File: src/rtl/bcd_sw_pkg.sv
// Shared types and constants for the BCD stopwatch controller.
package bcd_sw_pkg;

  // Controller states; the encoding carries no meaning outside this block.
  typedef enum logic [1:0] {
    IDLE,
    RUN,
    PAUSE,
    FULL
  } sw_state_t;

  localparam int         BCD_W   = 4;
  localparam logic [3:0] BCD_MAX = 4'd9;

  // Next value of one decade. Codes 10..15 cannot occur in normal operation.
  // If one is forced, it goes to 0 so the display returns to valid BCD.
  function automatic logic [BCD_W-1:0] bcd_next(input logic [BCD_W-1:0] d);
    return (d >= BCD_MAX) ? '0 : d + 1'b1;
  endfunction

endpackage

File: src/rtl/bcd_digit.sv
// One decade (0-9) counter cell of the stopwatch chain.
// carry_out is combinational, so a carry reaches the next digit on the same edge.
module bcd_digit
  import bcd_sw_pkg::*;
(
  input  logic             clk,
  input  logic             rst_n,
  input  logic             clr,
  input  logic             en,
  output logic [BCD_W-1:0] q,
  output logic             carry_out
);

  // Decade register: clr wins over en.
  // NOTE: sequential state uses non-blocking (<=) so all flops update together at the edge.
  always_ff @(posedge clk or negedge rst_n) begin
    if (!rst_n) begin
      q <= '0;
    end else if (clr) begin
      q <= '0;
    end else if (en) begin
      q <= bcd_next(q);
    end
  end

  assign carry_out = en && (q == BCD_MAX);

endmodule

File: src/rtl/bcd_stopwatch_ctrl.sv
// Run/stop/clear controller for a multi-digit BCD stopwatch.
// A prescaler makes the count tick, an FSM gates it, and a chain of
// bcd_digit cells ripples the carries.
// Optional feature: define BCD_SW_LAP_EN to add the lap input and the lap freeze register.
module bcd_stopwatch_ctrl
  import bcd_sw_pkg::*;
#(
  parameter int DIGITS   = 4,
  parameter int PRESCALE = 1000
) (
  input  logic                    clk,
  input  logic                    rst_n,
  input  logic                    start,
  input  logic                    stop,
  input  logic                    clear,
`ifdef BCD_SW_LAP_EN
  input  logic                    lap,
`endif
  output logic [BCD_W*DIGITS-1:0] digits,
  output logic                    running,
  output logic                    tick,
  output logic                    overflow
);

  localparam int             PW         = (PRESCALE > 1) ? $clog2(PRESCALE) : 1;
  localparam logic [PW-1:0]  PRESC_LAST = PW'(PRESCALE - 1);

  sw_state_t                 state;
  logic [PW-1:0]             presc;
  logic                      tick_fire;
  logic                      all_nines;
  logic                      chain_en;
  logic [DIGITS:0]           carry;
  logic [BCD_W*DIGITS-1:0]   live;

  // A tick is taken only in RUN at the last prescale count.
  // A stop or clear in the same cycle suppresses it.
  always_comb begin
    tick_fire = (state == RUN) && !clear && !stop && (presc == PRESC_LAST);
  end

  // Detect a saturated display so the final tick freezes at all-9s instead of wrapping.
  // NOTE: give every always_comb output a default first so no path can infer a latch.
  always_comb begin
    all_nines = 1'b1;
    for (int i = 0; i < DIGITS; i++) begin
      if (live[i*BCD_W +: BCD_W] != BCD_MAX) all_nines = 1'b0;
    end
  end

  assign chain_en = tick_fire && !all_nines;
  assign carry[0] = chain_en;

  // Decade chain: each digit is enabled by the carry out of the digit below it.
  for (genvar g = 0; g < DIGITS; g++) begin : g_digit
    bcd_digit u_digit (
      .clk       (clk),
      .rst_n     (rst_n),
      .clr       (clear),
      .en        (carry[g]),
      .q         (live[g*BCD_W +: BCD_W]),
      .carry_out (carry[g+1])
    );
  end

  // Controller FSM and prescaler. Command priority is clear > stop > start.
  // The tick output is registered on the same edge that updates the digits.
  always_ff @(posedge clk or negedge rst_n) begin
    if (!rst_n) begin
      state    <= IDLE;
      presc    <= '0;
      running  <= 1'b0;
      tick     <= 1'b0;
      overflow <= 1'b0;
    end else begin
      tick <= tick_fire;
      if (clear) begin
        state    <= IDLE;
        presc    <= '0;
        running  <= 1'b0;
        overflow <= 1'b0;
      end else begin
        case (state)
          IDLE, PAUSE: begin
            if (!stop && start) begin
              state   <= RUN;
              running <= 1'b1;
            end
          end
          RUN: begin
            if (stop) begin
              // The prescaler holds, so a partial interval survives the pause.
              state   <= PAUSE;
              running <= 1'b0;
            end else if (tick_fire) begin
              presc <= '0;
              // A carry out of the top digit would also mean the range is exhausted.
              if (all_nines || carry[DIGITS]) begin
                state    <= FULL;
                running  <= 1'b0;
                overflow <= 1'b1;
              end
            end else begin
              presc <= presc + 1'b1;
            end
          end
          FULL: begin
            // Only clear leaves FULL.
          end
          default: begin
            state    <= IDLE;
            running  <= 1'b0;
            overflow <= 1'b0;
          end
        endcase
      end
    end
  end

`ifdef BCD_SW_LAP_EN
  logic                    lap_q;
  logic                    lap_active;
  logic [BCD_W*DIGITS-1:0] lap_reg;

  // Lap freeze: the first rising edge of lap captures the display, and the
  // next rising edge releases it. Counting continues underneath.
  always_ff @(posedge clk or negedge rst_n) begin
    if (!rst_n) begin
      lap_q      <= 1'b0;
      lap_active <= 1'b0;
      lap_reg    <= '0;
    end else begin
      lap_q <= lap;
      if (clear) begin
        lap_active <= 1'b0;
      end else if (lap && !lap_q) begin
        if (lap_active) begin
          lap_active <= 1'b0;
        end else if (state == RUN || state == PAUSE) begin
          lap_active <= 1'b1;
          lap_reg    <= live;
        end
      end
    end
  end

  assign digits = lap_active ? lap_reg : live;
`else
  assign digits = live;
`endif

endmodule

File: config.mk
export PLATFORM = sky130hd
export DESIGN_NAME = bcd_stopwatch_ctrl
export DESIGN_NICKNAME = d
export VERILOG_FILES = /design/src/rtl/bcd_sw_pkg.sv /design/src/rtl/bcd_digit.sv /design/src/rtl/bcd_stopwatch_ctrl.sv
export SDC_FILE = /design/constraint.sdc
export NUM_CORES = 1
export LEC_CHECK = 0
export ABC_CLOCK_PERIOD_IN_PS = 2320
export BUFFER_PORTS_ARGS = -buffer_cell sky130_fd_sc_hd__buf_2
export CORE_MARGIN = 5
export CORE_UTILIZATION = 50
export CTS_CLUSTER_SIZE = 28
export DETAILED_ROUTE_END_ITERATION = 8
export GPL_TIMING_DRIVEN = 0
export PLACE_DENSITY_LB_ADDON = 0.3
export RECOVER_POWER = 100
export SLEW_MARGIN = 20
export SYNTH_ARGS = -nofsm -noshare
export SYNTH_HDL_FRONTEND = slang
export SYNTH_SLANG_ARGS = --single-unit
File: constraint.sdc
create_clock -name clk -period 2.32 [get_ports clk]
set_input_delay 0 -clock clk [delete_from_list [all_inputs] [get_ports clk]]
set_output_delay 0 -clock clk [all_outputs]
set_load 0.005 [all_outputs]
# Word-level counts from Yosys, hierarchy flattened
# Cells that the tools add are included.
op_classes:
  addsub: 5
  order_cmp: 4
  eq_ne: 15
  mux: 37
  n_reduce_logical: 26
op_table:
  columns: ["cell", "count"]
  rows:
  - ["4-bit 2-to-1 mux", 12]
  - ["10-bit 2-to-1 mux", 4]
  - ["4-bit inequality test, second input constant", 5]
  - ["4-bit by 1-bit adder with 4-bit output, second input constant", 4]
  - ["4-bit == test, second input constant", 4]
  - ["4-bit >= comparator, second input constant", 4]
  - ["1-bit 2-to-1 mux", 14]
  - ["2-bit nonzero test", 7]
  - ["10-bit by 1-bit adder with 10-bit output, second input constant", 1]
  - ["10-bit == test, second input constant", 1]
  - ["2-bit 2-to-1 mux", 5]
  - ["1-bit logical AND", 9]
  - ["4-bit AND reduction", 2]
  - ["4-bit by 3-bit inequality test with 1-bit output, second input constant", 1]
  - ["2-bit case mux with 2 select lines", 1]
  - ["1-bit logical NOT", 3]
  - ["3-bit inequality test, second input constant", 1]
  - ["3-bit nonzero test", 1]
  - ["2-bit by 1-bit == test with 1-bit output, second input constant", 1]
  - ["2-bit == test, second input constant", 1]
  - ["2-bit logical NOT", 1]
  - ["2-bit by 1-bit inequality test with 1-bit output, second input constant", 1]
  - ["1-bit case mux with 2 select lines", 1]
  - ["2-bit AND reduction", 1]
  - ["2 further kinds", 2]
totals:
  regBits: 31
  inputBits: 5
  output_inout_bits: 19
  wordCells: 96

# Longest topological paths before layout
# Gate-level depths: netlist (run 1).
logic_depth:
  word_depth: 17
  depth_mapped: 7
  mapped_depth_nobuf: 6

# Cells and area by module
# From an unflattened synthesis (run 1), not the netlist that was laid out.
hier_totals:
  hier_cells: 199
  area_unflattened_um2: 1976.9
modules_own_cells:
  columns: ["module", "instances", "cells_each", "area_per_inst_um2", "seq_area_each_um2"]
  rows:
  - ["bcd_digit", 4, 27, 269.0, 100.1]
  - ["bcd_stopwatch_ctrl", 1, 91, 900.9, 375.4]

# Worst setup path before layout (run 1)
# Ideal clock, no wire load.
synth_path:
  kind: "register -> register"
  startpoint: "register presc[0]"
  endpoint: "register g_digit[2].u_digit.q[2]"
  setup_time_ns: 0.103
  t_arrival_ns: 1.772
  t_required_ns: 2.217
  path_slack_ns: 0.445
  path_stages_with_launch: 7
  n_path_buf: 1
  period_less_slack_ns: 1.875
  path_cell_list: "dfrtp_1 -> ha_1 -> and4bb_2 -> nand4b_2 -> buf_6 -> or4_4 -> o41ai_2"
synth_via:
  elab_chain_cells: 6
synth_rtl:
  columns: ["item", "line", "rtl"]
  rows:
  - ["start, declared", "bcd_stopwatch_ctrl.sv:29", "logic [PW-1:0] presc;"]
  - ["start signal, assigned", "bcd_stopwatch_ctrl.sv:104", "presc <= presc + 1'b1;"]
  - ["10-bit == test", "bcd_stopwatch_ctrl.sv:39", "tick_fire = (state == RUN) && !clear && !stop && (presc == PRESC_LAST);"]
  - ["1-bit logical AND", "bcd_stopwatch_ctrl.sv:39", null]
  - ["1-bit logical AND", "bcd_stopwatch_ctrl.sv:51", "assign chain_en = tick_fire && !all_nines;"]
  - ["1-bit logical AND (2 in a row)", "bcd_digit.sv:26", "assign carry_out = en && (q == BCD_MAX);"]
  - ["2-bit nonzero test (no source line)", null, null]
  - ["end signal, assigned", "bcd_digit.sv:22", "q <= bcd_next(q);"]
  - ["end, declared", "bcd_digit.sv:10", "output logic [BCD_W-1:0] q,"]
# Every way passes these cells.
# A chain may end at the register's enable or synchronous reset.

# Worst setup path after layout (run 1)
# Ends and elaborated chain as after synthesis.

==> reports/results.ini, run 1 <==
[timing]
drv_slew = 32
finClkSkew_ns = 0.00492
setup_violations = 0
clock.fmax_mhz = 475
slew-limit-headroom = -0.111
finalHoldViolations = 0
fin_ws_ns = 0.213
period_minus_slack_ns = 2.11
worstMarginPinSlew_ns = 1.67
period_share = 0.908
rsz0062_at_grt = no
tns_ns = 0

[clock_tree]
cts_resized = 0
numCtsBuffers = 5
clk_pin_slew_ns = 0.06
clk_latency_ns = 0.28
clk_path_buf_depth = 2
cts_tree = yes
htreeDepth = 2
root_buffer = clkbuf_8
cts.sinks = 31
cts_setup_buffers = 0

[synthesis]
syn_inst = 199
synth_warnings = 0
synth_nets = 217
yosys_register_bits = 31
yosysSeqAreaShare = 0.399
ys_async_sr_fraction = 1.00
avgSynthCellArea_um2 = 9.76
synth_edf_count = 0
synth_ff_type = dfrtp_1
syn_area_mm2 = 0.00194
synth.distinct_cells = 53

[critical_path]
cp.required_ns = 2.47
reg2reg_depth = 7
cp_slowest_stage_delay_ns = 0.43
critical_path_class = flop to flop
end_kind = flop
path_max_fanout = 10
worst-r2r-setup-slack_ns = 0.21
r2r_end = g_digit[2].u_digit.q[2]$_DFFE_PN0P_
r2r_start = presc[0]$_DFFE_PN0P_
crit_arrival_ns = 2.26
slowest_stage = o41ai_1
path_cells = ha_1, and4bb_2, nand4b_2, buf_6, buf_2, o41ai_1, o41ai_2
startpoint_type = flop

[finish]
final.fill_count = 338
seq_area_um2 = 776
finish.utilization = 0.590
n_antenna_cell = 0
mostFrequentLayoutCells = 31 x dfrtp_1, 18 x inv_1, 16 x buf_2
synthToLayoutAreaGrowth_pct = 12.8
nNetsFinal = 247
layout_commonest_cell = dfrtp_1
multi_input_area_mm2 = 0.00106
finalNonFillerCells = 278
drive_gt1_frac = 0.152

[grt]
antenna_found_initial = 0
grt_pass1_vias = 1541
grt_max_degree = 32
grt_pass1_wl_mm = 7.31
groute.usage.overall = 0.178
gr-total-overflow = 0

[min_path]
holdPathEnd = state[0]$_DFFE_PN0P_
hp-class = input port to flop
whs_path_depth = 3
hp-start = start

[drt]
postRouteAntennaNets = 0
drc = 0
drtIter0Drc = 91
via_count = 1638
drtPass1Iterations = 4
routedWlPerCell_um = 15.4
wl_mm = 4.28
viasPerCell = 5.89

[status]
violations = capacitance limit, slew limit
outcome = finished with violations

[power]
powerDensity_mw_per_mm2 = 468
irDropWorstVdd_mv = 0.378
p_leak_nw = 0.965
power.total_mw = 1.03

[placement]
place_ws_ns = 0.228
place_inst = 269
io_buffers = 22
place_hpwl_mm = 3.10
routabilityCongestion = 0.822

[die]
die_width_um = 72.3
placementRows = 22
design.die.area_mm2 = 0.00523
die_h_um = 72.3
core_area_mm2 = 0.00372
pin_count = 24
initial_core_util = 0.523

[flow_run]
drv_cap = 1

==> power by group <==
| part | switching [mW] | internal (mW) |
|---|---|---|
| registers | 0.00933 | 0.547 |
| logic | 0.0431 | 0.0218 |
| clock network | 0.194 | 0.210 |
==> Yosys cell counts (2+ instances only) <==
cell type | n | area [um2]
a21oi_1 | 8 | 40.0
a221oi_1 | 2 | 17.5
a31o_2 | 2 | 17.5
a31oi_1 | 2 | 12.5
and3_1 | 2 | 12.5
and3b_1 | 4 | 35.0
and4_1 | 2 | 17.5
buf_6 | 2 | 22.5
clkbuf_1 | 3 | 11.3
dfrtp_1 | 31 | 776
ha_1 | 13 | 163
inv_1 | 18 | 67.6
nand2_1 | 10 | 37.5
nand2b_1 | 2 | 12.5
nand3_1 | 2 | 10.0
nand3b_1 | 6 | 45.0
nand4_1 | 5 | 31.3
nor2_1 | 14 | 52.6
nor3_1 | 2 | 10.0
nor3b_1 | 4 | 30.0
nor4_1 | 3 | 18.8
o2111ai_1 | 3 | 26.3
o211ai_1 | 3 | 22.5
o21a_1 | 2 | 15.0
o21ai_0 | 14 | 70.1
o311ai_0 | 2 | 17.5
o31ai_1 | 3 | 22.5
o41ai_1 | 2 | 17.5
or3_1 | 2 | 12.5
or3b_2 | 2 | 17.5
or4_1 | 2 | 15.0
xor2_1 | 6 | 52.6
==> state kept, by name (all words and copies together) (netlist names) <==
register / count
g_digit.u_digit.q: 16
presc: 10
state: 2
overflow: 1
running: 1
tick: 1
==> layer usage <==
| metal | global-route usage | share of wire | wire length (um) |
|---|---|---|---|
| met3 | 0.0471 | 0.036 | 155 |
| met4 | 0.0522 | 0.010 | 44 |
| met1 | 0.228 | 0.46 | 1950 |
| met2 | 0.292 | 0.50 | 2130 |
| met5 | 0 | 0 | 0 |
==> repair_timing <==
item / CTS / global route
endpoints found under the hold margin: 31 / 0
endpoints found under the setup margin: 0 / 0
hold buffers: 1 / 0
==> metrics by stage <==
step / cell area, um2 / hold slack (ns)
after detailed placement: 2110 / 0.0887
after global routing: 2190 / 0.0319
after floorplan: 1940 / -0.296
after CTS: 2200 / 0.0139
final: 2190 / 0.0163
after global placement: 2110 / 0.0863
==> final cells by class <==
| cell class | count | share of cell area |
|---|---|---|
| plain buffers | 6 | 0.0177 |
| clock buffers | 7 | 0.0348 |
| clock inverters | 1 | 0.00228 |
| inverters | 18 | 0.0308 |
| multi-input cells | 144 | 0.482 |
| flip-flops and latches | 31 | 0.354 |
| well taps | 48 | 0.0274 |
| repair buffers | 23 | 0.0508 |
==> cells by family after synthesis <==
group	Yosys count	share of synthesized area
muxes	1	0.00580
and+or+nand+nor	71	0.237
buffers and inverters	24	0.0548
AOI/OAI and AO/OA	53	0.192
xor gates and xnor gates	6	0.0271
DFF	31	0.399
adders and majority gates	13	0.0838
==> worst max path at each step <==
stage / from / end / slack (ns) / cells after the start
floorplan: presc[0]$_DFFE_PN0P_ / g_digit[2].u_digit.q[2]$_DFFE_PN0P_ / 0.44 / 6
global placement: presc[0]$_DFFE_PN0P_ / g_digit[2].u_digit.q[2]$_DFFE_PN0P_ / 0.24 / 7
detailed placement: presc[0]$_DFFE_PN0P_ / g_digit[2].u_digit.q[2]$_DFFE_PN0P_ / 0.23 / 7
CTS: presc[0]$_DFFE_PN0P_ / g_digit[2].u_digit.q[2]$_DFFE_PN0P_ / 0.21 / 7
global route: presc[0]$_DFFE_PN0P_ / g_digit[2].u_digit.q[2]$_DFFE_PN0P_ / 0.10 / 7
finish: presc[0]$_DFFE_PN0P_ / g_digit[2].u_digit.q[2]$_DFFE_PN0P_ / 0.21 / 7
==> critical path, delay by kind of cell (launching register included) <==
family,cells,cell delay [ns]
flip-flops,1,0.41
AND/OR/NAND/NOR,2,0.41
buffers and inverters,2,0.37
AO/OA/AOI/OAI,2,0.56
adder cells (fa/ha/maj),1,0.24
Power figures use the tool's default switching activity.
==> run 2, diff against run 1 <==
Settings changed: RECOVER_POWER 100 to 50.
==> reports/results.ini, run 2 (same netlist as run 1, synthesis figures left out) <==
[status]
outcome = finished with violations
violations = capacitance limit, slew limit

[clock_tree]
hold_buffers = 1  ; unchanged
cts_setup_buffers = 0  ; unchanged
htreeDepth = 2  ; unchanged
cts_resized = 0  ; unchanged
clk_latency_ns = 0.28  ; about the same
clk_path_buf_depth = 2  ; unchanged
root_buffer = clkbuf_8
clk_pin_slew_ns = 0.06  ; about the same
cts.sinks = 31  ; unchanged
numCtsBuffers = 5  ; unchanged
cts_tree = yes

[finish]
fin_area_mm2 = 0.00220  ; +0.40%
finish.utilization = 0.592  ; +0.00236
layout_commonest_cell = dfrtp_1
n_antenna_cell = 0  ; unchanged
nNetsFinal = 247  ; unchanged
top_register = g_digit.u_digit.q
synthToLayoutAreaGrowth_pct = 13.3
mostFrequentLayoutCells = 31 x dfrtp_1, 20 x buf_2, 18 x inv_1
reg_top3 = g_digit.u_digit.q x16, presc x10, state x2
largest_reg_flops = 16  ; unchanged
drive_gt1_frac = 0.174  ; +0.0217

[critical_path]
crit_family = compound AO/OA/AOI/OAI gates
crit_buf_inv = 2  ; unchanged
cp_slowest_stage_delay_ns = 0.44  ; about the same
critical_path_class = flop to flop
path_max_fanout = 10  ; unchanged
r2r_start = presc[0]$_DFFE_PN0P_
reg2reg_depth = 7  ; unchanged
r2r_end = g_digit[2].u_digit.q[2]$_DFFE_PN0P_
slowest_stage = o41ai_1
cp.required_ns = 2.47  ; about the same
end_kind = flop
path_cells = ha_1, and4bb_2, nand4b_2, buf_6, buf_2, o41ai_1, o41ai_2
crit_arrival_ns = 2.26  ; about the same
worst-r2r-setup-slack_ns = 0.21  ; about the same
startpoint_type = flop

[timing]
drv_slew = 32  ; unchanged
period_minus_slack_ns = 2.11  ; +0.00666 ns
worstMarginPinSlew_ns = 1.67  ; +0.00324 ns
finClkSkew_ns = 0.00476  ; -0.000163 ns
tns_ns = 0  ; unchanged
setup_violations = 0  ; unchanged
holdWs_ns = 0.0163  ; +0.00000420 ns
rsz0062_at_grt = no
finalHoldViolations = 0  ; unchanged
period_share = 0.911  ; +0.00287
clock.fmax_mhz = 473  ; -0.31%
slew-limit-headroom = -0.113  ; -0.00216

[die]
die_h_um = 72.3  ; unchanged
design.die.area_mm2 = 0.00523  ; unchanged
placementRows = 22  ; unchanged
core_area_mm2 = 0.00372  ; unchanged
initial_core_util = 0.523  ; unchanged
die_width_um = 72.3  ; unchanged
pin_count = 24  ; unchanged

[drt]
routedWlPerCell_um = 15.3  ; -0.47%
drc = 0  ; unchanged
via_count = 1630  ; -0.49%
drtIter0Drc = 99  ; +8.8%
postRouteAntennaNets = 0  ; unchanged
wl_mm = 4.26  ; -0.47%
viasPerCell = 5.86  ; -0.49%
drtPass1Iterations = 4  ; unchanged

[power]
p_leak_nw = 0.984  ; +2.0%
irDropWorstVdd_mv = 0.378  ; about the same
powerDensity_mw_per_mm2 = 466  ; -0.44%

[placement]
place_hpwl_mm = 3.10  ; unchanged
io_buffers = 22  ; unchanged
placed_cell_area_mm2 = 0.00211  ; unchanged
routabilityCongestion = 0.822  ; unchanged

[grt]
grt_pass1_vias = 1541  ; unchanged
grt_pass1_wl_mm = 7.31  ; unchanged
groute.usage.overall = 0.178  ; unchanged
gr-total-overflow = 0  ; unchanged
antenna_found_initial = 0  ; unchanged
grt_max_degree = 32  ; unchanged

[min_path]
hp-class = input port to flop
hp-start = start
holdPathEnd = state[0]$_DFFE_PN0P_
whs_path_depth = 3  ; unchanged

[flow_run]
drv_cap = 1  ; unchanged

==> run 2: cell count changes in the layout (fill, tap and decap cells not counted) <==
cell      before  now
buf_2         16   20
or4_1          3    2
clkbuf_1      12    8
or4_4          0    1
==> run 2: stage by stage <==
step / total power [mW] / setup slack [ns] / cells
2_1_floorplan: 0.600 / 0.445 / 199
3_3_place_gp: 0.629 / 0.236 / 269
3_5_place_dp: 0.630 / 0.228 / 269
4_1_cts: 1.04 / 0.213 / 278
5_1_grt: 1.07 / 0.101 / 278
6_report: 1.03 / 0.206 / 278
==> run 2: per-layer routing <==
metal,track usage,vias up,share of wire
li1,-,802,-
met5,0,-,0
met3,0.0471,5,0.031
met2,0.292,20,0.50
met4,0.0522,0,0.010
met1,0.228,803,0.46
==> run 2: where the power goes <==
group | internal (mW) | switching (mW) | total [mW]
registers | 0.547 | 0.00924 | 0.556
logic | 0.0218 | 0.0429 | 0.0647
clock network | 0.210 | 0.194 | 0.404
total | 0.779 | 0.246 | 1.03
==> run 2: worst max-delay path by stage <==
stage	start	endpoint	slack (ns)	cells past startpoint
final	presc[0]$_DFFE_PN0P_	g_digit[2].u_digit.q[2]$_DFFE_PN0P_	0.21	7
after detailed placement	presc[0]$_DFFE_PN0P_	g_digit[2].u_digit.q[2]$_DFFE_PN0P_	0.23	7
after global placement	presc[0]$_DFFE_PN0P_	g_digit[2].u_digit.q[2]$_DFFE_PN0P_	0.24	7
after global routing	presc[0]$_DFFE_PN0P_	g_digit[2].u_digit.q[2]$_DFFE_PN0P_	0.10	7
after CTS	presc[0]$_DFFE_PN0P_	g_digit[2].u_digit.q[2]$_DFFE_PN0P_	0.21	7
after floorplan	presc[0]$_DFFE_PN0P_	g_digit[2].u_digit.q[2]$_DFFE_PN0P_	0.44	6
==> run 2: cell type report <==
class | instances | area [um2]
plain buffers | 6 | 38.8
clock buffers | 7 | 76.3
clock inverters | 1 | 5.00
fillers | 334 | 1520
inverters | 18 | 67.6
multi-input cells | 144 | 1060
flip-flops and latches | 31 | 776
well taps | 48 | 60.1
repair buffers | 23 | 116
==> run 2: worst register-to-register path: stages, from the launching register on <==
cell,delay (ns)
dfrtp_1,0.41
ha_1,0.24
and4bb_2,0.26
nand4b_2,0.14
buf_6,0.18
buf_2,0.19
o41ai_1,0.44
o41ai_2,0.13
